**src/rtl/regfile_mp.sv**
```systemverilog
// Multi-port integer register file: NUM_RD combinational reads, core (A) and accelerator (B) write
// ports with optional same-cycle bypass, collision/drop pulses and a sequenced clear engine.
module regfile_mp #(
   parameter int XLEN    = 32,
   parameter int DEPTH   = 32,
   parameter int NUM_RD  = 2,
   parameter int BYPASS  = 1,
   parameter int SP_IDX  = 2,
   parameter int SP_INIT = 1020,
   localparam int AW     = $clog2(DEPTH)
) (
   input  logic                   clk,
   input  logic                   Rst,
   input  logic [NUM_RD*AW-1:0]   rd_addr,
   output logic [NUM_RD*XLEN-1:0] rd_data,
   input  logic                   wa_en,
   input  logic [AW-1:0]          wa_addr,
   input  logic [XLEN-1:0]        wa_data,
   input  logic                   hold,
   input  logic                   wb_en,
   input  logic [AW-1:0]          wb_addr,
   input  logic [XLEN-1:0]        wb_data,
   input  logic                   clr_req,
   output logic                   busy,
   output logic                   collision,
   output logic                   drop
);

   localparam logic [XLEN-1:0] SP_VAL = XLEN'(SP_INIT);

   typedef enum logic {IDLE, CLEAR} state_t;

   state_t          state;
   logic [AW-1:0]   idx;
   logic [XLEN-1:0] regs [DEPTH];

   logic req_a, req_b, we_a, we_b;

   // Index 0 is never a write target, so requests to it are neither effective nor dropped.
   assign req_a = wa_en & ~hold & (wa_addr != '0);
   assign req_b = wb_en & (wb_addr != '0);
   assign we_a  = req_a & ~busy;
   assign we_b  = req_b & ~busy;

   always_ff @(posedge clk) begin
      if (Rst) begin
         for (int i = 0; i < DEPTH; i++)
            regs[i] <= (i == SP_IDX) ? SP_VAL : '0;
         state     <= IDLE;
         idx       <= '0;
         busy      <= 1'b0;
         collision <= 1'b0;
         drop      <= 1'b0;
      end else begin
         collision <= we_a & we_b & (wa_addr == wb_addr);
         drop      <= busy & (req_a | req_b);
         if (we_a) regs[wa_addr] <= wa_data;
         // Later assignment wins, so B takes precedence on a shared index.
         if (we_b) regs[wb_addr] <= wb_data;
         case (state)
            IDLE: begin
               if (clr_req) begin
                  state <= CLEAR;
                  idx   <= AW'(1);
                  busy  <= 1'b1;
               end
            end
            CLEAR: begin
               regs[idx] <= (idx == AW'(SP_IDX)) ? SP_VAL : '0;
               if (idx == AW'(DEPTH - 1)) begin
                  state <= IDLE;
                  idx   <= '0;
                  busy  <= 1'b0;
               end else begin
                  idx <= idx + AW'(1);
               end
            end
            default: state <= IDLE;
         endcase
      end
   end

   for (genvar k = 0; k < NUM_RD; k++) begin : g_rd
      logic [AW-1:0]   a;
      logic [XLEN-1:0] d;
      assign a = rd_addr[k*AW +: AW];
      always_comb begin
         d = regs[a];
         if (BYPASS != 0) begin
            if (we_b && (a == wb_addr))
               d = wb_data;
            else if (we_a && (a == wa_addr))
               d = wa_data;
         end
         if (a == '0) d = '0;
      end
      assign rd_data[k*XLEN +: XLEN] = d;
   end

endmodule

```
**config.mk**
```make
export PLATFORM = sky130hd
export DESIGN_NAME = regfile_mp
export DESIGN_NICKNAME = d
export VERILOG_FILES = /design/src/rtl/regfile_mp.sv
export SDC_FILE = /design/constraint.sdc
export NUM_CORES = 2
export LEC_CHECK = 0
export BUFFER_PORTS_ARGS = -buffer_cell sky130_fd_sc_hd__buf_2
export CORE_MARGIN = 2
export CORE_UTILIZATION = 40
export DETAILED_ROUTE_END_ITERATION = 8
export GPL_TIMING_DRIVEN = 0
export PLACE_DENSITY = 0.53
export SYNTH_ARGS = -nofsm -noshare
export SYNTH_HDL_FRONTEND = slang
export SYNTH_SLANG_ARGS = --single-unit
```
**constraint.sdc**
```tcl
create_clock -name clk -period 3.3 [get_ports clk]
set_clock_uncertainty 0.2 [all_clocks]
set_input_delay 0.495 -clock clk [delete_from_list [all_inputs] [get_ports clk]]
set_output_delay 0.495 -clock clk [all_outputs]
set_load 0.05 [all_outputs]
```
# ---- After elaboration in Yosys (flattened, before gate mapping)
# Memories as Yosys holds them, arrays and structs flattened.
# Cells that the tools add are included.
# W data, S select, Z words.
dict set report totals {
  mem_bits_ro 0
  mem_bits_rw 1024
  mem_count 1
  latchBits 0
  regBits 9
}
# name depth word_bits read_ports rd_clocked_by_memory_dff wr line
set memory_table {}
lappend memory_table {regs 32 32 2 0 32 35} ;# logic [XLEN-1:0] regs [DEPTH];
dict set report op_classes {
  shift 0
  bitwise 12
  n_mux 36
  div 0
  eq_ne 9
  magnitude_cmp 0
  mul 0
  n_addsub 1
  n_reduce_logical 12
}
# cell count
set ops {}
lappend ops {{$mux W32} 9}
lappend ops {{$reduce_or A32 Y1} 3}
lappend ops {{$eq A5 B5 Y1} 5}
lappend ops {{$mux W5} 5}
lappend ops {{$mux W1} 18}
lappend ops {{$logic_not A5 Y1} 2}
lappend ops {{$mux W10} 1}
lappend ops {{$pmux W5 S2} 1}
lappend ops {{$reduce_bool A5 Y1} 2}
lappend ops {{$and A1 B1 Y1} 8}
lappend ops {{$add A5 B1 Y5 const B} 1}
lappend ops {{$eq A5 B2 Y1 const B} 1}
lappend ops {{$eq A5 B5 Y1 const B} 1}
lappend ops {{$logic_and A1 B1 Y1} 4}
lappend ops {{$pmux W1 S2} 2}
lappend ops {{$not A1 Y1} 3}
lappend ops {{$ne A2 B1 Y1 const B} 1}
lappend ops {{$ne A2 B2 Y1 const B} 1}
lappend ops {{$reduce_and A2 Y1} 1}
lappend ops {{$or A1 B1 Y1} 1}

# ---- Depth between registers and ports, before layout
dict set report logic_depth {
  depth_word 9
  ltp_mapped 10
  depth_no_buf 7
}

# ---- Least setup slack after synthesis
# Ideal clock, no wire load.
dict set report synth_path {
  path_kind {input-to-output}
  startpoint {input port wa_addr[0]}
  endpoint {output port rd_data[20]}
  setup_slack_ns -0.649
  required_ns 2.605
  n_path_buf 3
  arrival_ns 3.254
  stages 9
  path_cell_list {buf_2 nor2_1 a211oi_1 and4_1 buf_2 clkbuf_1 nand2_1 nor3b_1 a311oi_1}
}
dict set report synth_between {
  elab_chain_cells 7
  elab_cells_between_ends 8
}
# item line
set synth_rtl {}
lappend synth_rtl {{start, declared} 17} ;# input logic [AW-1:0] wa_addr,
lappend synth_rtl {{$reduce_bool A5 Y1} 40} ;# assign req_a = wa_en & ~hold & (wa_addr != '0);
lappend synth_rtl {{$and A1 B1 Y1} 40}
lappend synth_rtl {{$and A1 B1 Y1} 42} ;# assign we_a = req_a & ~busy;
lappend synth_rtl {{$logic_and A1 B1 Y1 (*)} 92} ;# else if (we_a && (a == wa_addr))
lappend synth_rtl {{$mux W32 (*)} 92}
lappend synth_rtl {{$mux W32 (*)} 90} ;# if (we_b && (a == wb_addr))
lappend synth_rtl {{$mux W32 (*)} 95} ;# if (a == '0) d = '0;
lappend synth_rtl {{end, declared} 15} ;# output logic [NUM_RD*XLEN-1:0] rd_data,
# Mark *: on every way between the ends. The rest lies on a longest branch, timed or not.

# ---- Worst setup path in the final report
dict set report layout_path {
  startpoint {register busy}
  endpoint {output port rd_data[27]}
}
dict set report layout_between {
  elab_chain_cells 6
  elab_cells_between_ends 8
}
# item line
set layout_rtl {}
lappend layout_rtl {{start, declared} 24} ;# output logic busy,
lappend layout_rtl {{start signal, assigned} 51} ;# busy <= 1'b0;
lappend layout_rtl {{start signal, assigned} 65} ;# busy <= 1'b1;
lappend layout_rtl {{start signal, assigned} 73} ;# busy <= 1'b0;
lappend layout_rtl {{$not A1 Y1 (*)} {42, 43}}
lappend layout_rtl {{$and A1 B1 Y1} 42}
lappend layout_rtl {{$logic_and A1 B1 Y1} 92}
lappend layout_rtl {{$mux W32} 92}
lappend layout_rtl {{$mux W32 (*)} 90}
lappend layout_rtl {{$mux W32 (*)} 95}
# Marks and branches as above.

==> impl_results.md <==
- Finish-stage setup viols: about 190
- Clock power share: 0.441
- Worst R2R Path Depth: 6
- First-pass GRT wire length: ~520000 um
- Sequential-to-total area share from yosys stat: 0.371
- Post-Syn Area: ~63000 um^2
- WL final: approximately 400000 um
- Cells along the critical path: a211oi_4 > and4_1 > buf_6 > buf_12 > buf_4 > nand2_4 > buf_4 > a311oi_4 > buf_6
- Core area: roughly 160000 um^2
- Slew Viols, Final: 25
- Total GRT Usage: 0.485
- Synthesized instance count: about 6.3k
- Commonest non-fill, non-tap cell in the layout: dfxtp_1
- Die Y: roughly 400 um
- Critical Path AT: between 3 and 4 ns
- Cts bufs inserted: 130
- YS warnings: 0
- Flop pwr share: 0.397
- Rel. slew slack: -0.0149
- GPL Wtd Cong: 1.07
- Crit Path Category: reg2out
- Reg2reg end: regs[29][2]$_DFFE_PP_
- Row cnt: approximately 150
- Critical Path Sink Type: output port
- Die Width: 400 um
- Clk sinks: slightly above 1k
- Initial Util: 0.402
- Die ar.: 160000 um^2
- Largest net degree at the start of global routing: 17
- Commonest non-fill, non-tap cells in the layout: 773 x dfxtp_1, 606 x nand2_1, 570 x mux4_2
- Yosys reg bits: 1033
- Distinct cells, synth: 64
- Post-layout util: 0.490
- Total power: about 34 mW
- Leak pwr: between 20 and 30 nW
- Buffer and inverter count on the worst path: 5
- Worst hold path startpoint: wb_data[8]
- DRC violations left: 0
- DRT iter0 DRCs: 11.8k
- WHS Endpoint: regs[1][8]$_DFFE_PP_
- Post-DP HPWL: approximately 330000 um
- H-tree levels: 4
- Status: complete, but fails checks
- Max Freq: around 0.25 GHz
- Vias/cell: around 7.2
- Worst vdd ir: 0.526 mV
- PnR worst setup slack: -0.676 ns
- Crit-path max cell delay: roughly 0.61 ns
- CTS clk-pin slew, worst paths: roughly 0.06 ns
- HP Class: in2reg
- IO Port Bufs: roughly 130
- Maxcap violations: 2
- I/O pin count: 157
- Initial antenna violation count: 40
- Pre-CTS setup slack: -2.43 ns
- Switching part of the total: 0.313
- Worst r2r src: idx[2]$_SDFFE_PP0P_
- Overflow after GRT: 0
- Pwr dens: roughly 440 nW/um^2
- Final hold vios: 0
- Post-synth EDFFs: approximately 260
- CP startpoint kind: flop
- Routed WL per cell: roughly 45 um
- Layout net count: 6836
- Share of cells above drive strength 1: 0.263
- Failing checks: max-capacitance violations, max-slew violations, negative setup slack
- Worst path top cell family by delay: compound AO/OA/AOI/OAI gates
- P_sw: around 11 mW
- Syn_nets: about 6.4k
- RSZ-0062 raised after global routing: true
- Cells on Worst Hold Path: 3
- Flop2flop setup slack: -0.13 ns
- CP max FO: 7
- Final min period: between 3 and 4 ns
- P_int: between 20 and 25 mW
- Layout area overhead: 22.0%
- Mean Syn Cell Area: 9.87 um^2
- Drt pass-1 iters: 8
- CTS tree: done
- Async S/R FF share, synth: 0
- Post-synth top flop: dfxtp_1
- Worst-skew pair later-pin latency: approximately 0.8 ns
- Vias in the first global route: 59.1k
- Final hold slack: ~0.042 ns
- Via count: 64.4k
- Final ANT Viol Nets: 0
- Worst Path Required: 2.60 ns
- Clock Tree Root: clkbuf_16
- CTS max path bufs: 3
- Fin crit share: 1.20
- Combinational power share: 0.162
- Worst slew pin tran: approximately 1.5 ns
- CP max-delay cell: a311oi_4
logic make-up after synthesis:
logic type               Yosys count  share of synthesized area
multiplexers                     704                      0.226
flip-flops                      1033                      0.371
AO/OA/AOI/OAI                   1691                      0.179
AND/OR/NAND/NOR                 2028                      0.160
buffers and inverters            860                     0.0591
adder cells (fa/ha/maj)            5                   0.000999
XOR/XNOR                          25                    0.00350
cells in the mapped netlist (4+ instances only):
cell | instances | area share
a211oi_1 | 176 | 0.021
a211oi_2 | 6 | 0.0012
a21oi_1 | 275 | 0.022
a221oi_1 | 26 | 0.0036
a222oi_1 | 131 | 0.021
a22oi_1 | 499 | 0.060
a311oi_1 | 60 | 0.0084
a31oi_1 | 5 | 0.00050
and2_1 | 26 | 0.0026
and3_1 | 147 | 0.015
and4_1 | 4 | 0.00056
buf_1 | 25 | 0.0015
buf_2 | 171 | 0.014
buf_4 | 36 | 0.0043
buf_6 | 16 | 0.0029
clkbuf_1 | 587 | 0.035
dfxtp_1 | 777 | 0.25
edfxtp_1 | 256 | 0.12
ha_1 | 5 | 0.0010
inv_1 | 24 | 0.0014
mux2i_1 | 134 | 0.021
mux4_2 | 570 | 0.20
nand2_1 | 661 | 0.040
nand2b_1 | 7 | 0.00070
nand3_1 | 102 | 0.0082
nand3b_1 | 13 | 0.0016
nand4_1 | 9 | 0.00090
nor2_1 | 562 | 0.034
nor2_2 | 15 | 0.0015
nor2b_1 | 9 | 0.00090
nor3_1 | 175 | 0.014
nor3_2 | 5 | 0.00080
nor3_4 | 16 | 0.0042
nor3b_1 | 216 | 0.026
nor4_1 | 5 | 0.00050
nor4_2 | 13 | 0.0026
o21ai_0 | 216 | 0.017
o21ai_1 | 280 | 0.022
o221ai_1 | 4 | 0.00056
o22ai_1 | 8 | 0.00080
or2_1 | 4 | 0.00040
or2_2 | 10 | 0.0010
or4_1 | 4 | 0.00048
xnor2_1 | 9 | 0.0013
xor2_1 | 16 | 0.0022
metal layers:
| layer | up-vias | part of all wire | GRT usage |
|---|---|---|---|
| met2 | 5422 | 0.42 | 0.703 |
| met5 | - | 0.00084 | 0 |
| met4 | 8 | 0.068 | 0.276 |
| met1 | 32697 | 0.37 | 0.620 |
| li1 | 25199 | - | - |
| met3 | 1100 | 0.14 | 0.179 |
power groups by stage:
stage | clock (mW) | combinational (mW) | sequential (mW)
after floorplan | 0 | 2.47 | 13.5
after global placement | 0 | 4.53 | 13.6
final | 14.8 | 5.46 | 13.3
after CTS | 14.7 | 4.99 | 13.3
after global routing | 15.2 | 5.38 | 13.4
after detailed placement | 0 | 4.55 | 13.6
area by class of cell:
class | count | area [um^2]
antenna | 20 | 50.0
buffer | 830 | 5000
clock buffer | 182 | 3700
clock inverter | 47 | 548
fill | 14623 | 79400
inverter | 24 | 105
multi-input combinational | 4453 | 38700
sequential | 1033 | 23200
tap | 2058 | 2570
timing repair buffer | 269 | 2430
registers in the layout (all words and copies together) (netlist names):
register / flops
drop: 1
busy: 1
collision: 1
state: 1
regs: 1024
idx: 5
worst register-to-register path, cell delays in order, from the launching register on:
cell and delay [ns]:
dfxtp_1 0.33, clkbuf_1 0.23, nand3_1 0.58, nor2_4 0.24, nor4_1 0.53, clkbuf_1 0.63
inv_1 0.38
worst max path at each step:
stage | depth (start not counted) | startpoint | to | slack, ns
2_1_floorplan | 8 | wb_addr[2] | rd_data[20] | -0.18
3_3_place_gp | 11 | rd_addr[7] | rd_data[60] | -2.43
3_5_place_dp | 11 | rd_addr[7] | rd_data[42] | -2.43
4_1_cts | 8 | busy$_SDFFE_PP0P_ | rd_data[33] | -0.55
5_1_grt | 7 | busy$_SDFFE_PP0P_ | rd_data[60] | -0.61
6_report | 9 | busy$_SDFFE_PP0P_ | rd_data[27] | -0.68
stage by stage:
stage / TNS (ns) / cell area (um^2) / cells
3_5_place_dp: -997.61 / 67000 / 8541
6_report: -38.66 / 76400 / 8916
4_1_cts: -134.81 / 74500 / 8823
3_3_place_gp: -1087.09 / 66900 / 8537
5_1_grt: -33.48 / 76400 / 8903
2_1_floorplan: -0.749 / 63700 / 6346
repair_timing:
action                                  4_1_cts  5_1_grt
pin swaps                                    89       71
endpoints found under the setup margin     1035     1051
hold buffers                                 19        0
buffers inserted                             36       75
gates cloned                                  1        3
endpoints found under the hold margin        25        0
resized for setup                           805      373
(Power assumes the default switching activity.)
